## config.mk

```make
export PLATFORM = sky130hd
export DESIGN_NAME = reg_scoreboard_flat
export DESIGN_NICKNAME = d
export VERILOG_FILES = /design/src/rtl/pipe_pkg.sv /design/src/rtl/reg_scoreboard_if.sv /design/src/rtl/sb_entry.sv /design/src/rtl/reg_scoreboard.sv /design/src/flat_wrapper.sv
export SDC_FILE = /design/constraint.sdc
export NUM_CORES = 1
export LEC_CHECK = 0
export CAP_MARGIN = 20
export CORE_MARGIN = 2
export CORE_UTILIZATION = 55
export CTS_BUF_LIST = sky130_fd_sc_hd__clkbuf_2
export CTS_CLUSTER_DIAMETER = 40
export DETAILED_ROUTE_END_ITERATION = 10
export PLACE_DENSITY = 0.79
export REMOVE_ABC_BUFFERS = 1
export SKIP_CTS_REPAIR_TIMING = 1
export SYNTH_ARGS = -nofsm -noshare
export SYNTH_HDL_FRONTEND = slang
export SYNTH_SLANG_ARGS = --single-unit
```

## constraint.sdc

```tcl
create_clock -name clk -period 13 [get_ports clk]
set_clock_uncertainty 0.1 [all_clocks]
set_input_delay 2.6 -clock clk [delete_from_list [all_inputs] [get_ports clk]]
set_output_delay 2.6 -clock clk [all_outputs]
set_load 0.05 [all_outputs]
```

## src/rtl/pipe_pkg.sv

```systemverilog
// Shared pipeline constants and the scoreboard entry layout.
package pipe_pkg;
  localparam int REG_ADDR_W = 5;
  localparam int NUM_REGS   = 32;
  localparam int LAT_W      = 2;
  localparam int PERF_W     = 32;

  // Issue-to-forwardable latencies presented on id_lat_i
  localparam logic [LAT_W-1:0] LAT_ALU  = 2'd0;
  localparam logic [LAT_W-1:0] LAT_LOAD = 2'd1;

  // One tracked register: busy until writeback/kill, cnt = cycles until forwardable
  typedef struct packed {
    logic             busy;
    logic [LAT_W-1:0] cnt;
  } sb_entry_t;
endpackage

```

## src/rtl/reg_scoreboard_if.sv

```systemverilog
// ID/EX/WB hazard-tracking bundle between the pipeline and the register scoreboard.
interface reg_scoreboard_if #(
  parameter int NUM_REGS = 32,
  parameter int LAT_W    = 2,
  parameter int PERF_W   = 32
);
  logic                id_valid_i;
  logic [4:0]          id_rs1_i;
  logic [4:0]          id_rs2_i;
  logic                id_rs1_used_i;
  logic                id_rs2_used_i;
  logic [4:0]          id_rd_i;
  logic                id_rd_we_i;
  logic [LAT_W-1:0]    id_lat_i;
  logic                ex_kill_i;
  logic                wb_valid_i;
  logic [4:0]          wb_rd_i;
  logic                stall_o;
  logic                pc_en;
  logic                IF_ID_en;
  logic                ID_EX_flush;
  logic [NUM_REGS-1:0] busy_vec_o;
  logic [PERF_W-1:0]   stall_cnt_o;

  // Pipeline side: drives ID/EX/WB information, consumes the stall controls
  modport master (
    output id_valid_i, id_rs1_i, id_rs2_i, id_rs1_used_i, id_rs2_used_i,
           id_rd_i, id_rd_we_i, id_lat_i, ex_kill_i, wb_valid_i, wb_rd_i,
    input  stall_o, pc_en, IF_ID_en, ID_EX_flush, busy_vec_o, stall_cnt_o
  );

  // Scoreboard side
  modport slave (
    input  id_valid_i, id_rs1_i, id_rs2_i, id_rs1_used_i, id_rs2_used_i,
           id_rd_i, id_rd_we_i, id_lat_i, ex_kill_i, wb_valid_i, wb_rd_i,
    output stall_o, pc_en, IF_ID_en, ID_EX_flush, busy_vec_o, stall_cnt_o
  );
endinterface

```

## src/rtl/sb_entry.sv

```systemverilog
// Busy flag and forwardable countdown for a single architectural register.
module sb_entry #(
  parameter int LAT_W = 2
) (
  input  logic             clk,
  input  logic             rst,
  input  logic             i_set,
  input  logic [LAT_W-1:0] i_lat,
  input  logic             i_clear,
  input  logic             i_dec,
  output logic             o_busy,
  output logic [LAT_W-1:0] o_cnt
);
  logic             r_busy;
  logic [LAT_W-1:0] r_cnt;

  // New issue beats clear (kill/writeback), which beats the countdown
  always_ff @(posedge clk or posedge rst) begin
    if (rst) begin
      r_busy <= 1'b0;
      r_cnt  <= '0;
    end else if (i_set) begin
      r_busy <= 1'b1;
      r_cnt  <= i_lat;
    end else if (i_clear) begin
      r_busy <= 1'b0;
      r_cnt  <= '0;
    end else if (i_dec && r_busy && (r_cnt != '0)) begin
      r_cnt <= r_cnt - 1'b1;
    end
  end

  assign o_busy = r_busy;
  assign o_cnt  = r_cnt;
endmodule

```

## src/rtl/reg_scoreboard.sv

```systemverilog
// Issue-side register scoreboard: hazard decode, stall controls, last-issue
// tracking for EX kills, and a stall-cycle performance counter.
module reg_scoreboard
  import pipe_pkg::*;
#(
  parameter int NUM_REGS = pipe_pkg::NUM_REGS,
  parameter int LAT_W    = pipe_pkg::LAT_W,
  parameter int PERF_W   = pipe_pkg::PERF_W
) (
  input logic             clk,
  input logic             rst,
  reg_scoreboard_if.slave sb
);
  logic [NUM_REGS-1:0] w_busy;
  logic [LAT_W-1:0]    w_cnt [NUM_REGS];
  logic                w_hit1;
  logic                w_hit2;
  logic                w_stall;
  logic                w_issue;
  logic                w_kill_en;

  logic [REG_ADDR_W-1:0] r_last_rd;
  logic                  r_last_vld;
  logic [PERF_W-1:0]     r_stall_cnt;

  // x0 is hardwired and never tracked
  assign w_busy[0] = 1'b0;
  assign w_cnt[0]  = '0;

  // One entry per tracked register; kill and writeback share the clear input
  // because issue is the only thing that outranks either of them
  generate
    for (genvar gi = 1; gi < NUM_REGS; gi++) begin : g_entry
      sb_entry #(.LAT_W(LAT_W)) u_entry (
        .clk     (clk),
        .rst     (rst),
        .i_set   (w_issue && (sb.id_rd_i == REG_ADDR_W'(gi))),
        .i_lat   (sb.id_lat_i),
        .i_clear ((w_kill_en && (r_last_rd == REG_ADDR_W'(gi))) ||
                  (sb.wb_valid_i && (sb.wb_rd_i == REG_ADDR_W'(gi)))),
        .i_dec   (1'b1),
        .o_busy  (w_busy[gi]),
        .o_cnt   (w_cnt[gi])
      );
    end
  endgenerate

  // Operand hazard decode: a busy source still counting down cannot be forwarded yet
  always_comb begin
    w_hit1 = sb.id_valid_i && sb.id_rs1_used_i && (sb.id_rs1_i != '0) &&
             w_busy[sb.id_rs1_i] && (w_cnt[sb.id_rs1_i] != '0);
    w_hit2 = sb.id_valid_i && sb.id_rs2_used_i && (sb.id_rs2_i != '0) &&
             w_busy[sb.id_rs2_i] && (w_cnt[sb.id_rs2_i] != '0);
    // rst gating keeps the controls at their idle values while reset is held
    w_stall   = (w_hit1 || w_hit2) && !rst;
    w_kill_en = sb.ex_kill_i && r_last_vld;
    // A kill means the ID instruction is on the wrong path, so it must not issue
    w_issue   = sb.id_valid_i && !w_stall && !sb.ex_kill_i && sb.id_rd_we_i &&
                (sb.id_rd_i != '0);
  end

  // Remember which entry went to EX this cycle so a later kill can retract it
  always_ff @(posedge clk or posedge rst) begin
    if (rst) begin
      r_last_vld <= 1'b0;
      r_last_rd  <= '0;
    end else begin
      r_last_vld <= w_issue;
      if (w_issue) r_last_rd <= sb.id_rd_i;
    end
  end

  // Count stalled cycles; wraps naturally
  always_ff @(posedge clk or posedge rst) begin
    if (rst)          r_stall_cnt <= '0;
    else if (w_stall) r_stall_cnt <= r_stall_cnt + 1'b1;
  end

  assign sb.stall_o     = w_stall;
  assign sb.pc_en       = !w_stall;
  assign sb.IF_ID_en    = !w_stall;
  assign sb.ID_EX_flush = w_stall || (sb.ex_kill_i && !rst);
  assign sb.busy_vec_o  = w_busy;
  assign sb.stall_cnt_o = r_stall_cnt;
endmodule

```

## src/flat_wrapper.sv

```systemverilog
// flat-port wrapper written by rule: the top's interface ports become plain ports
module reg_scoreboard_flat import pipe_pkg::*;
#(
  parameter int NUM_REGS = pipe_pkg::NUM_REGS,
  parameter int LAT_W    = pipe_pkg::LAT_W,
  parameter int PERF_W   = pipe_pkg::PERF_W
)
  (clk, rst, sb_id_valid_i, sb_id_rs1_i, sb_id_rs2_i, sb_id_rs1_used_i, sb_id_rs2_used_i, sb_id_rd_i, sb_id_rd_we_i, sb_id_lat_i, sb_ex_kill_i, sb_wb_valid_i, sb_wb_rd_i, sb_stall_o, sb_pc_en, sb_IF_ID_en, sb_ID_EX_flush, sb_busy_vec_o, sb_stall_cnt_o);
  reg_scoreboard_if #(.NUM_REGS(NUM_REGS), .LAT_W(LAT_W), .PERF_W(PERF_W)) sb_i ();
  input logic clk;
  input logic rst;
  input wire logic [$bits(sb_i.id_valid_i)-1:0] sb_id_valid_i;
  input wire logic [$bits(sb_i.id_rs1_i)-1:0] sb_id_rs1_i;
  input wire logic [$bits(sb_i.id_rs2_i)-1:0] sb_id_rs2_i;
  input wire logic [$bits(sb_i.id_rs1_used_i)-1:0] sb_id_rs1_used_i;
  input wire logic [$bits(sb_i.id_rs2_used_i)-1:0] sb_id_rs2_used_i;
  input wire logic [$bits(sb_i.id_rd_i)-1:0] sb_id_rd_i;
  input wire logic [$bits(sb_i.id_rd_we_i)-1:0] sb_id_rd_we_i;
  input wire logic [$bits(sb_i.id_lat_i)-1:0] sb_id_lat_i;
  input wire logic [$bits(sb_i.ex_kill_i)-1:0] sb_ex_kill_i;
  input wire logic [$bits(sb_i.wb_valid_i)-1:0] sb_wb_valid_i;
  input wire logic [$bits(sb_i.wb_rd_i)-1:0] sb_wb_rd_i;
  output wire logic [$bits(sb_i.stall_o)-1:0] sb_stall_o;
  output wire logic [$bits(sb_i.pc_en)-1:0] sb_pc_en;
  output wire logic [$bits(sb_i.IF_ID_en)-1:0] sb_IF_ID_en;
  output wire logic [$bits(sb_i.ID_EX_flush)-1:0] sb_ID_EX_flush;
  output wire logic [$bits(sb_i.busy_vec_o)-1:0] sb_busy_vec_o;
  output wire logic [$bits(sb_i.stall_cnt_o)-1:0] sb_stall_cnt_o;
  assign sb_i.id_valid_i = sb_id_valid_i;
  assign sb_i.id_rs1_i = sb_id_rs1_i;
  assign sb_i.id_rs2_i = sb_id_rs2_i;
  assign sb_i.id_rs1_used_i = sb_id_rs1_used_i;
  assign sb_i.id_rs2_used_i = sb_id_rs2_used_i;
  assign sb_i.id_rd_i = sb_id_rd_i;
  assign sb_i.id_rd_we_i = sb_id_rd_we_i;
  assign sb_i.id_lat_i = sb_id_lat_i;
  assign sb_i.ex_kill_i = sb_ex_kill_i;
  assign sb_i.wb_valid_i = sb_wb_valid_i;
  assign sb_i.wb_rd_i = sb_wb_rd_i;
  assign sb_stall_o = sb_i.stall_o;
  assign sb_pc_en = sb_i.pc_en;
  assign sb_IF_ID_en = sb_i.IF_ID_en;
  assign sb_ID_EX_flush = sb_i.ID_EX_flush;
  assign sb_busy_vec_o = sb_i.busy_vec_o;
  assign sb_stall_cnt_o = sb_i.stall_cnt_o;
  reg_scoreboard #(.NUM_REGS(NUM_REGS), .LAT_W(LAT_W), .PERF_W(PERF_W)) u_core (.clk(clk), .rst(rst), .sb(sb_i));
endmodule
```

==> Word-level counts from Yosys, hierarchy flattened <==
Cells that the tools add are included.
{ "word_totals": {"ff_bits": 131, "elab_cells": 634} }
{ "op_classes": {"addsub": 32, "n_lt_le_gt_ge": 4, "n_eq_ne": 93, "n_mux": 165, "bitwise_logic": 2, "reduce_logical": 273} }
{ "ops": {"columns": ["op", "n"], "rows": [
  ["$eq A5 B5 Y1 const B", 48],
  ["$mux W2", 97],
  ["$logic_and A1 B1 Y1", 139],
  ["$reduce_bool A2 Y1", 64],
  ["$eq A5 B4 Y1 const B", 24],
  ["$reduce_bool A3 Y1", 31],
  ["$mux W1", 64],
  ["$sub A2 B1 Y2 const B", 31],
  ["$eq A5 B3 Y1 const B", 12],
  ["$logic_or A1 B1 Y1", 33],
  ["$add A32 B1 Y32 const B", 1],
  ["$eq A5 B2 Y1 const B", 6],
  ["$bmux W2 S5", 2],
  ["$eq A5 B1 Y1 const B", 3],
  ["$reduce_bool A5 Y1", 3],
  ["$ge A6 B6 Y1 const B", 2],
  ["$lt A5 B6 Y1 const B", 2],
  ["$not A5 Y6", 2],
  ["$bmux W1 S5", 2],
  ["$logic_not A1 Y1", 3]
]} }

==> Logic depth before layout (Yosys ltp) <==
{ "logic_depth": {"depth_word": 15, "depth_mapped": 14} }

==> Modules after synthesis <==
Synthesis repeated with hierarchy kept, for this count alone.
{ "unflattened": {"cells_unflattened": 1011, "area_unflattened_um2": 9076.2} }
{ "by_module_without_submodules": {"columns": ["module", "instances", "cells_per_inst", "area_each_um2", "seq_area_each_um2"], "rows": [
  ["sb_entry", 31, 18, 170.2, 75.1],
  ["reg_scoreboard", 1, 453, 3801.1, 950.9]
]} }

==> Worst setup path before layout <==
OpenSTA, ideal clock, no wires.
{ "synth_timing": {"path_kind": "input-to-output", "start": "input port rst", "end": "output port sb_pc_en", "t_arrival_ns": 7.101, "t_required_ns": 10.300, "path_slack_ns": 3.199, "stages": 8, "path_cell_list": "inv_1 o2111ai_2 nand2_4 buf_6 buf_12 buf_6 inv_1 buf_4"} }
{ "synth_via": {"elab_chain_cells": 3} }
{ "synth_lines": {"columns": ["item", "line_no", "text"], "rows": [
  ["start, declared", "flat_wrapper.sv:11", "input logic rst;"],
  ["$logic_not A1 Y1 (no source line)", null, null],
  ["$logic_and A1 B1 Y1", "reg_scoreboard.sv:55", "w_stall = (w_hit1 || w_hit2) && !rst;"],
  ["named net sb_stall_o", "flat_wrapper.sv:23", "output wire logic [$bits(sb_i.stall_o)-1:0] sb_stall_o;"],
  ["$logic_not A1 Y1", null, null],
  ["end, declared", "flat_wrapper.sv:24", "output wire logic [$bits(sb_i.pc_en)-1:0] sb_pc_en;"]
]} }
The timed path passes the listed nets, and every way through them passes these cells.

==> Final worst setup path <==
{ "layout_timing": {"start": "input port sb_id_rs2_i[0]", "end": "output port sb_pc_en"} }
{ "layout_via": {"elab_chain_cells": 9} }
{ "layout_lines": {"columns": ["item", "line_no", "text"], "rows": [
  ["start, declared", "flat_wrapper.sv:14", "input wire logic [$bits(sb_i.id_rs2_i)-1:0] sb_id_rs2_i;"],
  ["$not A5 Y6 (implied by the code)", "reg_scoreboard.sv:53", "w_busy[sb.id_rs2_i] && (w_cnt[sb.id_rs2_i] != '0);"],
  ["$bmux W2 S5", "reg_scoreboard.sv:53", null],
  ["$mux W2 (implied by the code) (2 in series)", "reg_scoreboard.sv:53", null],
  ["$reduce_bool A2 Y1", "reg_scoreboard.sv:53", null],
  ["$logic_and A1 B1 Y1 (*)", "reg_scoreboard.sv:53", null],
  ["$logic_or A1 B1 Y1 (*)", "reg_scoreboard.sv:55", null],
  ["$logic_and A1 B1 Y1 (*)", "reg_scoreboard.sv:55", null],
  ["$logic_not A1 Y1 (*)", "reg_scoreboard.sv:80", "assign sb.pc_en = !w_stall;"]
]} }
Every way passes the cells marked *; elsewhere a longest branch is shown, timed or not. The select of a mux whose other input is x is not followed.

==> qor.csv <==
stage,metric,value,unit
synth,Synth async-reset ratio,1.00,
synth,Mapped Avg Cell Area,9.63,µm²
detailed_routing,DR vias,7362,
timing,Min Hold Slack,411,ps
detailed_routing,post-route ant nets,0,
critical_path,CP Launch Type,primary input,
final_layout,P&R area growth vs syn,11.4,%
critical_path,CP arrival,6920,ps
clock_network,CTS Buf Count,17,
detailed_routing,wire per inst,19.2,µm
floorplan,Initial Util,0.555,
detailed_routing,met1 wire length,10000,µm
detailed_routing,metal2 WL,10800,µm
synth,Mapped Area,0.00910,mm²
place,hpwl dp,17000,µm
grt,largest net degree at the start of global routing,92,
floorplan,Core Region,0.0164,mm²
place,RePlAce Congestion,1.00,
critical_path,"Req. time, crit path",10300,ps
synth,warnings from Yosys,0,
synth,register area share after synthesis,0.360,
timing,max frequency,0.104,GHz
clock_network,CTS H-tree lvls,4,
place,# placed instances,1195,
floorplan,I/O pin count,98,
clock_network,CTS Sinks,131,
pwr,Peak VDD IR,160,µV
timing,final hold vios,0,
synth,cells after synthesis,945,
critical_path,CP endpoint kind,output port,
clock_network,CTS max path bufs,2,
final_layout,Nets,1056,
critical_path,kind of critical path,primary input to output port,
grt,first-pass GRT wire length,38300,µm
detailed_routing,number of detailed-route iterations in the first pass,5,
clock_network,worst skew pair latency,770,ps
detailed_routing,vias per cell,6.00,
clock_network,CTS tree,built,
floorplan,row cnt,47,
synth,"Top FF cell, synth",dfrtp_1,
detailed_routing,met3 WL,2010,µm
timing,Rel. slew slack,0.263,
synth,Seq cells post-synth,131,
floorplan,Die Area,0.0176,mm²
timing,worst-margin pin slew,1100,ps
timing,final setup fails,0,
clock_network,clk slew on worst S/H paths,210,ps
timing,setup TNS after final layout,0,ps
grt,antenna violations before repair,1,
final_layout,final core occ,0.618,
synth,"EDFF count, synth",0,
place,port bufs,96,
floorplan,chip height,133,µm
pwr,Pleak,4.43,nW
timing,RSZ-0062 raised after global routing,no,
detailed_routing,top sig layer,met4,
floorplan,Die W,133,µm
detailed_routing,final wirelength,23600,µm
pwr,power per cell area,191,mW/mm²
pwr,Design Power,1.94,mW
grt,"Remaining Overflow, GRT",0,
job,Max Cap Viol,0,
detailed_routing,initial DRC count,794,
hold_path,HP Class,flip-flop to flip-flop,
clock_network,Root Driver,clkbuf_2,
synth,Netlist cell types,67,
critical_path,crit-path max FO,66,
timing,fin crit period,9620,ps
run_status,status,"finished, final reports clean",
timing,final period utilization,0.740,
grt,vias in the first global route,7138,
final_layout,layout cells sized above 1,0.161,
timing,Slew Limit Fails,0,
final_layout,Non-Filler Instances,1228,
detailed_routing,Residual DRC,0,
grt,GRT Util Overall,0.278,
critical_path,Reg2Reg Setup Slack,9470,ps
## stage by stage
stage / worst slack [ps] / instance area, µm²
final: 3380 / 10100
after global placement: 3530 / 9870
after global routing: 3260 / 10100
after floorplan: 3080 / 8610
after detailed placement: 3430 / 9870
after CTS: 3430 / 10100
## critical path: stages
cell and delay (ps):
clkdlybuf4s50_1 1200, and2b_1 310, or4b_1 460, o211a_1 150
a41o_1 230, or3_4 400, nand2_4 540, inv_1 200
clkdlybuf4s50_1 750
## path summary, 6_finish.rpt
kind                                                      from                             endpoint  cells past startpoint
min in group asynchronous                                  rst  u_core.g_entry[29].u_entry.o_cnt[1]                      2
setup reg to reg           u_core.g_entry[14].u_entry.o_cnt[0]  u_core.g_entry[22].u_entry.o_cnt[0]                      8
hold reg to reg                      u_core.sb.stall_cnt_o[26]            u_core.sb.stall_cnt_o[26]                      1
max in group asynchronous                                  rst  u_core.g_entry[15].u_entry.o_cnt[0]                      3
setup / recovery                                sb_id_rs2_i[0]                             sb_pc_en                      9
hold / removal                       u_core.sb.stall_cnt_o[26]            u_core.sb.stall_cnt_o[26]                      1
## flip-flops by register name, indices dropped and copies added, names as in the netlist
name                           count
u_core.g_entry.u_entry.o_cnt      62
u_core.sb.stall_cnt_o             32
u_core.g_entry.u_entry.o_busy     31
u_core.r_last_rd                   5
u_core.r_last_vld                  1
## area by class of cell
type	instances	area, µm²
Fill cell	1352	6270
Multi-Input combinational cell	644	4950
Sequential cell	131	3280
Timing Repair Buffer	100	986
Inverter	100	380
Tap cell	220	275
Clock inverter	15	178
Clock buffer	17	85.1
Antenna cell	1	2.50
## where the power goes
part	switching, mW	internal, mW
combinational	0.470	0.481
sequential	0.160	0.547
clock	0.172	0.109
total	0.802	1.14
## cells by family (layout without fill, tap and decap cells)
logic type / after synthesis / count (layout) / synth area share
xor gates and xnor gates: 62 / 62 / 0.0596
muxes: 91 / 91 / 0.139
buffers and inverters: 170 / 232 / 0.0957
other: 1 / 2 / 0.000412
and+or+nand+nor: 315 / 315 / 0.189
DFF: 131 / 131 / 0.360
AOI/OAI and AO/OA: 143 / 143 / 0.112
adders and majority gates: 32 / 32 / 0.0440
## metal layers
metal | GRT usage | up-vias
met5 | 0 | -
met4 | 0.114 | 0
met3 | 0.0667 | 56
met2 | 0.423 | 336
met1 | 0.381 | 3576
li1 | - | 3394
## cell usage after synthesis (20+ instances only)
| library cell | n | share of area |
|---|---|---|
| dfrtp_1 | 131 | 0.36 |
| nor2_1 | 110 | 0.045 |
| inv_1 | 100 | 0.041 |
| xnor2_1 | 59 | 0.057 |
| mux2_2 | 50 | 0.062 |
| o22ai_1 | 38 | 0.026 |
| nand2_1 | 35 | 0.014 |
| a211oi_1 | 34 | 0.028 |
| buf_4 | 34 | 0.028 |
| ha_1 | 32 | 0.044 |
| mux2_4 | 24 | 0.040 |
| nand3_1 | 22 | 0.012 |
| nor3_1 | 22 | 0.012 |
| o21ai_0 | 22 | 0.012 |
| or3_4 | 20 | 0.025 |
## cells in the final DEF (no fill, tap or decap), types with 5 or more instances in the layout
cell type,netlist,final
nor2_1,110,110
nand3_1,22,22
or2_2,10,10
a211oi_1,34,34
nor3_1,22,22
nand2b_1,12,12
and4_1,5,5
and2_1,6,6
a21o_1,9,9
or3_4,20,20
xnor2_1,59,59
clkdlybuf4s50_1,0,95
clkbuf_2,0,17
mux2_4,24,24
nand2_1,35,35
o22ai_1,38,38
nor3b_1,5,5
inv_6,0,6
mux4_2,14,14
ha_1,32,32
inv_1,100,99
mux2_2,50,50
dfrtp_1,131,131
nor2b_1,18,18
nand4_1,16,16
and3_1,12,12
o21ai_0,22,22
No activity file was read; power rests on OpenSTA's default activity.
